**src/rtl/hazard_ctrl_pkg.sv**
```systemverilog
// Shared types and constants for the pipeline hazard/stall controller.
package hazard_ctrl_pkg;

  localparam int REG_ADDR_W = 4;
  localparam logic [REG_ADDR_W-1:0] ZERO_REG = 4'd0;

  typedef enum logic [1:0] {
    RUN    = 2'd0,
    DRAIN  = 2'd1,
    HALTED = 2'd2
  } ctrl_state_t;

  // True when an ID source operand reads the register a load in EX is about to write.
  function automatic logic src_hit(input logic used,
                                   input logic [REG_ADDR_W-1:0] src,
                                   input logic [REG_ADDR_W-1:0] rd);
    return used && (src == rd);
  endfunction

endpackage

```
**src/rtl/sat_counter.sv**
```systemverilog
// Up-counter that sticks at all-ones instead of wrapping.
module sat_counter #(
  parameter int W = 16
) (
  input  logic         clk,
  input  logic         rst_n,
  input  logic         inc,
  output logic [W-1:0] count
);

  always_ff @(posedge clk or negedge rst_n) begin
    if (!rst_n) begin
      count <= '0;
    end else if (inc && (count != '1)) begin
      count <= count + 1'b1;
    end
  end

endmodule

```
**src/rtl/hazard_ctrl.sv**
```systemverilog
// Hold/bubble generator for the 5-stage pipeline registers: load-use, branch
// flush, I/D memory waits and HLT drain, plus saturating stall/flush counters.
module hazard_ctrl
  import hazard_ctrl_pkg::*;
#(
  parameter int unsigned DRAIN_CYCLES = 3,
  parameter int          CNT_W        = 16
) (
  input  logic                  clk,
  input  logic                  rst,
  input  logic [REG_ADDR_W-1:0] id_rs,
  input  logic [REG_ADDR_W-1:0] id_rt,
  input  logic                  id_rs_used,
  input  logic                  id_rt_used,
  input  logic [REG_ADDR_W-1:0] idex_rd,
  input  logic                  idex_memread,
  input  logic                  id_branch_taken,
  input  logic                  id_halt,
  input  logic                  if_busy,
  input  logic                  mem_busy,
  output logic                  pc_hold,
  output logic                  ifid_hold,
  output logic                  ifid_bubble,
  output logic                  idex_hold,
  output logic                  idex_bubble,
  output logic                  exmem_hold,
  output logic                  memwb_bubble,
  output logic                  halted,
  output logic [CNT_W-1:0]      stall_cycles,
  output logic [CNT_W-1:0]      flush_count,
  output logic [1:0]            dbg_state
);

  localparam logic [1:0] DRAIN_LOAD = 2'(DRAIN_CYCLES);

  ctrl_state_t state, nxt_state;
  logic [1:0]  dcnt, nxt_dcnt;
  logic        squash_pending, nxt_squash;
  logic        load_use;
  logic        flush_inc;
  logic        stall_inc;

  assign load_use = idex_memread && (idex_rd != ZERO_REG) &&
                    (src_hit(id_rs_used, id_rs, idex_rd) ||
                     src_hit(id_rt_used, id_rt, idex_rd));

  always_comb begin
    pc_hold      = 1'b0;
    ifid_hold    = 1'b0;
    ifid_bubble  = 1'b0;
    idex_hold    = 1'b0;
    idex_bubble  = 1'b0;
    exmem_hold   = 1'b0;
    memwb_bubble = 1'b0;
    halted       = 1'b0;
    flush_inc    = 1'b0;
    nxt_state    = state;
    nxt_dcnt     = dcnt;
    nxt_squash   = squash_pending;

    case (state)
      RUN: begin
        if (mem_busy) begin
          pc_hold      = 1'b1;
          ifid_hold    = 1'b1;
          idex_hold    = 1'b1;
          exmem_hold   = 1'b1;
          memwb_bubble = 1'b1;
        end else if (load_use) begin
          pc_hold     = 1'b1;
          ifid_hold   = 1'b1;
          idex_bubble = 1'b1;
        end else if (id_halt) begin
          pc_hold     = 1'b1;
          ifid_bubble = 1'b1;
          nxt_state   = DRAIN;
          nxt_dcnt    = DRAIN_LOAD;
        end else if (id_branch_taken) begin
          // PC loads the target; a still-busy fetch will deliver a wrong-path word later.
          ifid_bubble = 1'b1;
          flush_inc   = 1'b1;
          if (if_busy) nxt_squash = 1'b1;
        end else if (if_busy) begin
          pc_hold     = 1'b1;
          ifid_bubble = 1'b1;
        end else if (squash_pending) begin
          ifid_bubble = 1'b1;
          nxt_squash  = 1'b0;
        end
      end

      DRAIN: begin
        pc_hold     = 1'b1;
        ifid_bubble = 1'b1;
        idex_bubble = 1'b1;
        if (mem_busy) begin
          idex_hold    = 1'b1;
          exmem_hold   = 1'b1;
          memwb_bubble = 1'b1;
        end else begin
          nxt_dcnt = dcnt - 2'd1;
          if (dcnt <= 2'd1) nxt_state = HALTED;
        end
      end

      default: begin
        halted      = 1'b1;
        pc_hold     = 1'b1;
        ifid_bubble = 1'b1;
        idex_bubble = 1'b1;
      end
    endcase

    // While reset is held, park the pipeline on NOPs regardless of state.
    if (!rst) begin
      pc_hold      = 1'b1;
      ifid_hold    = 1'b0;
      ifid_bubble  = 1'b1;
      idex_hold    = 1'b0;
      idex_bubble  = 1'b1;
      exmem_hold   = 1'b0;
      memwb_bubble = 1'b1;
      halted       = 1'b0;
      flush_inc    = 1'b0;
    end
  end

  always_ff @(posedge clk or negedge rst) begin
    if (!rst) begin
      state          <= RUN;
      dcnt           <= 2'd0;
      squash_pending <= 1'b0;
    end else begin
      state          <= nxt_state;
      dcnt           <= nxt_dcnt;
      squash_pending <= nxt_squash;
    end
  end

  assign stall_inc = pc_hold && (state != HALTED);
  assign dbg_state = state;

  sat_counter #(.W(CNT_W)) u_stall_cnt (
    .clk   (clk),
    .rst_n (rst),
    .inc   (stall_inc),
    .count (stall_cycles)
  );

  sat_counter #(.W(CNT_W)) u_flush_cnt (
    .clk   (clk),
    .rst_n (rst),
    .inc   (flush_inc),
    .count (flush_count)
  );

endmodule

```
**config.mk**
```make
export PLATFORM = sky130hd
export DESIGN_NAME = hazard_ctrl
export DESIGN_NICKNAME = d
export VERILOG_FILES = /design/src/rtl/hazard_ctrl_pkg.sv /design/src/rtl/sat_counter.sv /design/src/rtl/hazard_ctrl.sv
export SDC_FILE = /design/constraint.sdc
export NUM_CORES = 1
export LEC_CHECK = 0
export CAP_MARGIN = 20
export CORE_ASPECT_RATIO = 1.75
export CORE_UTILIZATION = 48
export CTS_BUF_LIST = sky130_fd_sc_hd__clkbuf_4
export DETAILED_ROUTE_END_ITERATION = 7
export GPL_TIMING_DRIVEN = 0
export PLACE_DENSITY = 0.82
export SLEW_MARGIN = 20
export SYNTH_ARGS = -nofsm -noshare
export SYNTH_HDL_FRONTEND = slang
export SYNTH_SLANG_ARGS = --single-unit
```
**constraint.sdc**
```tcl
create_clock -name clk -period 2.3 [get_ports clk]
set_input_delay 0.345 -clock clk [delete_from_list [all_inputs] [get_ports clk]]
set_output_delay 0.345 -clock clk [all_outputs]
set_load 0.02 [all_outputs]
```
# Word level (Yosys, flattened, before mapping)
# Cells that the tools add are included.
# classes
order_cmp	1
bitwise	3
reduce_logical	15
addsub	3
n_eq_ne	13
muxes	48
# op_table
operator	count
2-to-1 mux 1 bit	37
adder 16 x 1 -> 16 bit (second input constant)	2
!= test 16 bit (second input constant)	2
2-to-1 mux 2 bit	9
!= test 2 bit (second input constant)	7
AND reduction 6 bit	2
== test 4 bit	2
case mux 2 bit (2 select lines)	2
logical AND 1 bit	7
AND reduction 5 bit	1
nonzero test 4 bit	1
NOT 1 bit	3
== test 2 x 1 -> 1 bit (second input constant)	1
<= comparator 2 x 1 -> 1 bit (second input constant)	1
zero test 2 bit	1
!= test 2 x 1 -> 1 bit (second input constant)	1
nonzero test 2 bit	1
OR reduction 2 bit	1
subtractor 2 x 1 -> 2 bit (second input constant)	1
logical OR 1 bit	1
# word_totals
regBits	37
in_bits	21
out_inout_bits	42
wordCells	88

# Logic depth before layout (Yosys ltp)
# logic_depth
depth_word	10
ltp_mapped	8
ltp_nobuf	7

# Cells and area by module
# A second synthesis with hierarchy kept.
# unflattened
cells_unflattened	205
hier_area_um2	2163.3
# by_module_without_submodules
module	instances	area_each_um2	cells_per_inst	seq_area_each_um2
sat_counter (u_flush_cnt)	1	859.6	72	400.4
sat_counter (u_stall_cnt)	1	782.0	72	400.4
hazard_ctrl	1	521.8	61	125.1

# Worst setup path after synthesis
# No wires, ideal clock.
# synth_timing
path_type	register to register
from	register u_flush_cnt.count[0]
to	register u_flush_cnt.count[8]
setup_time_ns	0.129
t_required_ns	2.171
synth_period_minus_slack_ns	2.120
t_arrival_ns	1.991
path_slack_ns	0.180
path_buffers	1
path_stages_with_launch	9
cell_sequence	dfrtp_1 ha_1 nand3_1 nor3_1 a311o_1 nor4_4 buf_6 nand4_1 xnor2_1
# synth_via
elab_chain_cells	2
elab_cells_between_ends	3
cone_classes	add/sub (1); eq/ne (1); reduce/logical (1)
# synth_lines
element	line	text
start, declared	sat_counter.sv:8	output logic [W-1:0] count
start signal, assigned	sat_counter.sv:15	count <= count + 1'b1;
parallel branches: the longest is 2 deep, another holds adder 16 x 1 -> 16 bit	n/a	
# Parallel ways; which one is timed is not known.
# A chain may end at the register's enable or synchronous reset.

# Worst setup path in the final report
# layout_timing
from	input port idex_rd[2]
to	output port ifid_bubble
# layout_via
elab_chain_cells	8
elab_cells_between_ends	12
cone_classes	eq/ne (2); mux (4); reduce/logical (6)
# layout_lines
element	line	text
start, declared	hazard_ctrl.sv:15	input logic [REG_ADDR_W-1:0] idex_rd,
== test 4 bit	hazard_ctrl_pkg.sv:17	return used && (src == rd);
logical AND 1 bit	hazard_ctrl_pkg.sv:17	
logical OR 1 bit	hazard_ctrl.sv:44	(src_hit(id_rs_used, id_rs, idex_rd) ||
logical AND 1 bit (*)	hazard_ctrl.sv:43	assign load_use = idex_memread && (idex_rd != ZERO_REG) &&
2-to-1 mux 1 bit (*)	hazard_ctrl.sv:69	end else if (load_use) begin
2-to-1 mux 1 bit (*)	hazard_ctrl.sv:63	if (mem_busy) begin
2-to-1 mux 1 bit (*)	hazard_ctrl.sv:61	case (state)
2-to-1 mux 1 bit (*)	hazard_ctrl.sv:115	if (!rst) begin
end, declared	hazard_ctrl.sv:23	output logic ifid_bubble,
# Every way passes the cells marked *; elsewhere a longest branch is shown, timed or not.

==> results.md <==
* Status: finished clean
* Post-Route Skew at 0.0135 ns
* Largest net degree at the start of global routing at 27
* Drt first-iter violations at 42
* CP endpoint kind: output pin
* Post-synth top area cell: dfrtp_1
* Synth top area share at 0.456
* Rel. slew slack at 0.566
* Share of cells above drive strength 1 at 0.175
* Worst path arrival time at 1.88 ns
* Vias in the first global route at 1,836
* H-tree level count at 2
* Synth top area cells: dfrtp_1 (46%), xor2_1 (9.5%), xnor2_1 (6.9%)
* Classification of the worst setup path: input pin to output pin
* WP data required at 1.96 ns
* CTS Buffer Depth at 2
* Ys Warns at 0
* Fin. Hold Viols at 0
* Width of the die at 51.2 um
* Tot Pwr at 2.57 mW
* Reg2Reg Depth at 7
* First-pass GRT wire length at 8.21 mm
* FP Rows at 31
* Count of cell types in the netlist at 40
* Post-route ant nets at 0
* Num ports at 63
* Endpoints failing setup at 0
* Worst-Margin Slew at 0.649 ns
* PwrDens at 878 nW/um^2
* Worst reg2reg setup slack at 0.13 ns
* Final core utilization at 0.711
* DP Worst Slack at -0.981 ns
* Worst Slack Setup Final at 0.0770 ns
* Final net count at 297
* Metal2 WL at 2.74 mm
* Async S/R FF share, synth at 1.00
* Final Instance Area at 2920 um^2
* Clock slew at reported path FFs at 0.12 ns
* Starting Density at 0.494
* Root Buffer: clkbuf_4
* CTS tree: done
* Crit path buf inv count at 3
* Number of synthesized flops with an enable pin at 0
* IO Port Bufs at 62
* Fmax at 450 MHz
* Grt ovf at 0
* Final period utilization at 0.967
* Overall die height at 88.1 um
* Clk_lat worst skew at 0.35 ns
* Hold Slack at 0.0243 ns
* Met3 WL at 196 um
* Avg Vias per Cell at 5.62
* GPL Wtd Cong at 0.795
* Most used DFF post-synth: dfrtp_1
* Max VDD drop at 0.000632 V
* Core box area at 4110 um^2
* CP cell instances: clkdlybuf4s15_2, o41a_1, nand3_2, nor4_4, buf_4, o41ai_1, buf_2
* Dpl cells at 308
* Reg-to-reg startpoint: u_flush_cnt.count[0]$_DFFE_PN0P_
* Setup tns final at 0 ns
* Uppermost layer routed: met4
* Setup crit start kind: input pin
* Detailed Place HPWL at 3.53 mm
* Crit-path max cell delay at 0.46 ns
* Initial antenna violation count at 0
* Total of max-cap violations at 0
* DRT Pass-1 Iters at 4
* Sequential cell area fraction in the yosys report at 0.456
* Reg-to-Reg End: u_flush_cnt.count[1]$_DFFE_PN0P_
* Placed Area at 2740 um^2
* Clock sink count at 37
* RSZ-0062 raised after global routing: true
* Mapped Avg Cell Area at 10.4 um^2
* Synthesized flop and latch total at 37
* Routed metal-1 wirelength at 1.79 mm
* CTS buffer count at 5
* Leakage at 1.20 nW
* Non-filler instance count after layout at 323
* Number of inserted diodes at 0
* Remaining DRCs at 0
* Mapped Area at 2030 um^2
* Worst-path maximum fanout at 3
* Overall Global Routing Usage at 0.245
* Wirelength per Cell at 15.1 um
* Max-slew violations at 0
* Post-Synthesis Cells at 196
* Critical-path top delay cell: o41a_1
* DR vias at 1,816
* Post-Route WL at 4.89 mm
* Post-route minimum period at 2.22 ns
* HP Class: input pin to asynchronous set/reset pin
* Crit path launch: idex_rd[2]
* Critical path's top delay family: compound AO/OA/AOI/OAI gates
* Mapped Nets at 220
* Die ar. at 4510 um^2
* Area growth syn-to-layout at 43.8%
how the worst max path moves through the flow:
stage,end,slack (ns),cells after the start
CTS,idex_bubble,-0.03,7
global placement,pc_hold,-1.80,5
global route,ifid_bubble,-0.01,7
finish,ifid_bubble,0.08,7
floorplan,u_flush_cnt.count[8]$_DFFE_PN0P_,0.18,8
detailed placement,idex_bubble,-0.98,7
power by group:
part	switching, mW	leakage (nW)	total, mW	internal (mW)
Clock	0.229	0.0459	0.472	0.243
Sequential	0.209	0.445	1.03	0.817
Combinational	0.531	0.705	1.07	0.537
cell type report:
type,count,area [um^2]
Fill cell,330,1190
Sequential cell,37,926
Multi-Input combinational cell,148,1110
Clock buffer,6,45.0
Clock inverter,2,38.8
Buffer,4,31.3
Tap cell,49,61.3
Timing Repair Buffer,72,692
Inverter,5,18.8
worst reg2reg max path, delay by kind of cell (launching register included):
family,cells,cell delay (ns)
AOI/OAI and AO/OA,1,0.40
adders and majority gates,1,0.25
buffers and inverters,1,0.20
DFF,1,0.42
muxes,1,0.33
and+or+nand+nor,3,0.48
synthesized netlist by cell type, types with 2 or more instances:
cell type	instances
and3_1	4
buf_6	2
a31oi_1	2
xnor2_1	16
dfrtp_1	37
a21oi_1	15
clkbuf_1	2
nand3_1	14
nor2_1	8
nand2_1	15
and4_1	2
ha_1	3
nor4_4	2
o21ai_0	3
xor2_1	22
nand4_1	12
inv_1	5
nor3_1	3
and2_1	3
nand2b_1	4
mux2_2	2
nor4_2	2
registers in the layout, indices dropped and copies added (netlist names):
name               cells
u_flush_cnt.count     16
u_stall_cnt.count     16
dbg_state              2
dcnt                   2
squash_pending         1
layout by cell type (no fill, tap or decap), drive strengths merged, types with 2 or more instances in the layout:
master	count
dfrtp	37
o21ai	3
and3	5
clkdlybuf4s15	3
nor4	5
mux2	3
a21boi	2
nor2	8
clkbuf	9
and4	2
nand2	15
nand3	15
buf	17
xor2	22
inv	5
ha	3
a21oi	15
nand2b	4
nor3	3
nand4	12
a31oi	2
clkdlybuf4s50	52
xnor2	16
and2	3
metal layers:
layer  GRT usage  vias to the layer above
li1            -                      856
met4       0.157                        0
met3      0.0451                       12
met2       0.438                       62
met1       0.256                      886
met5           0                        -
timing repair:
item | in CTS | in global routing
hold buffers | 1 | 0
endpoints found under the hold margin | 14 | 0
setup buffers | 4 | 4
pin swaps | 5 | 6
gates resized for setup | 36 | 12
endpoints found under the setup margin | 13 | 28
kinds of logic (layout without fill, tap and decap cells):
kind of cell               Yosys count  in the layout  share of synthesized area
AOI/OAI and AO/OA                   30             30                     0.0961
muxes                                3              3                     0.0185
xor gates and xnor gates            38             38                      0.164
DFF                                 37             37                      0.456
adders and majority gates            3              3                     0.0185
and+or+nand+nor                     74             74                      0.217
buffers and inverters               11             89                     0.0302
(Power assumes the default switching activity.)
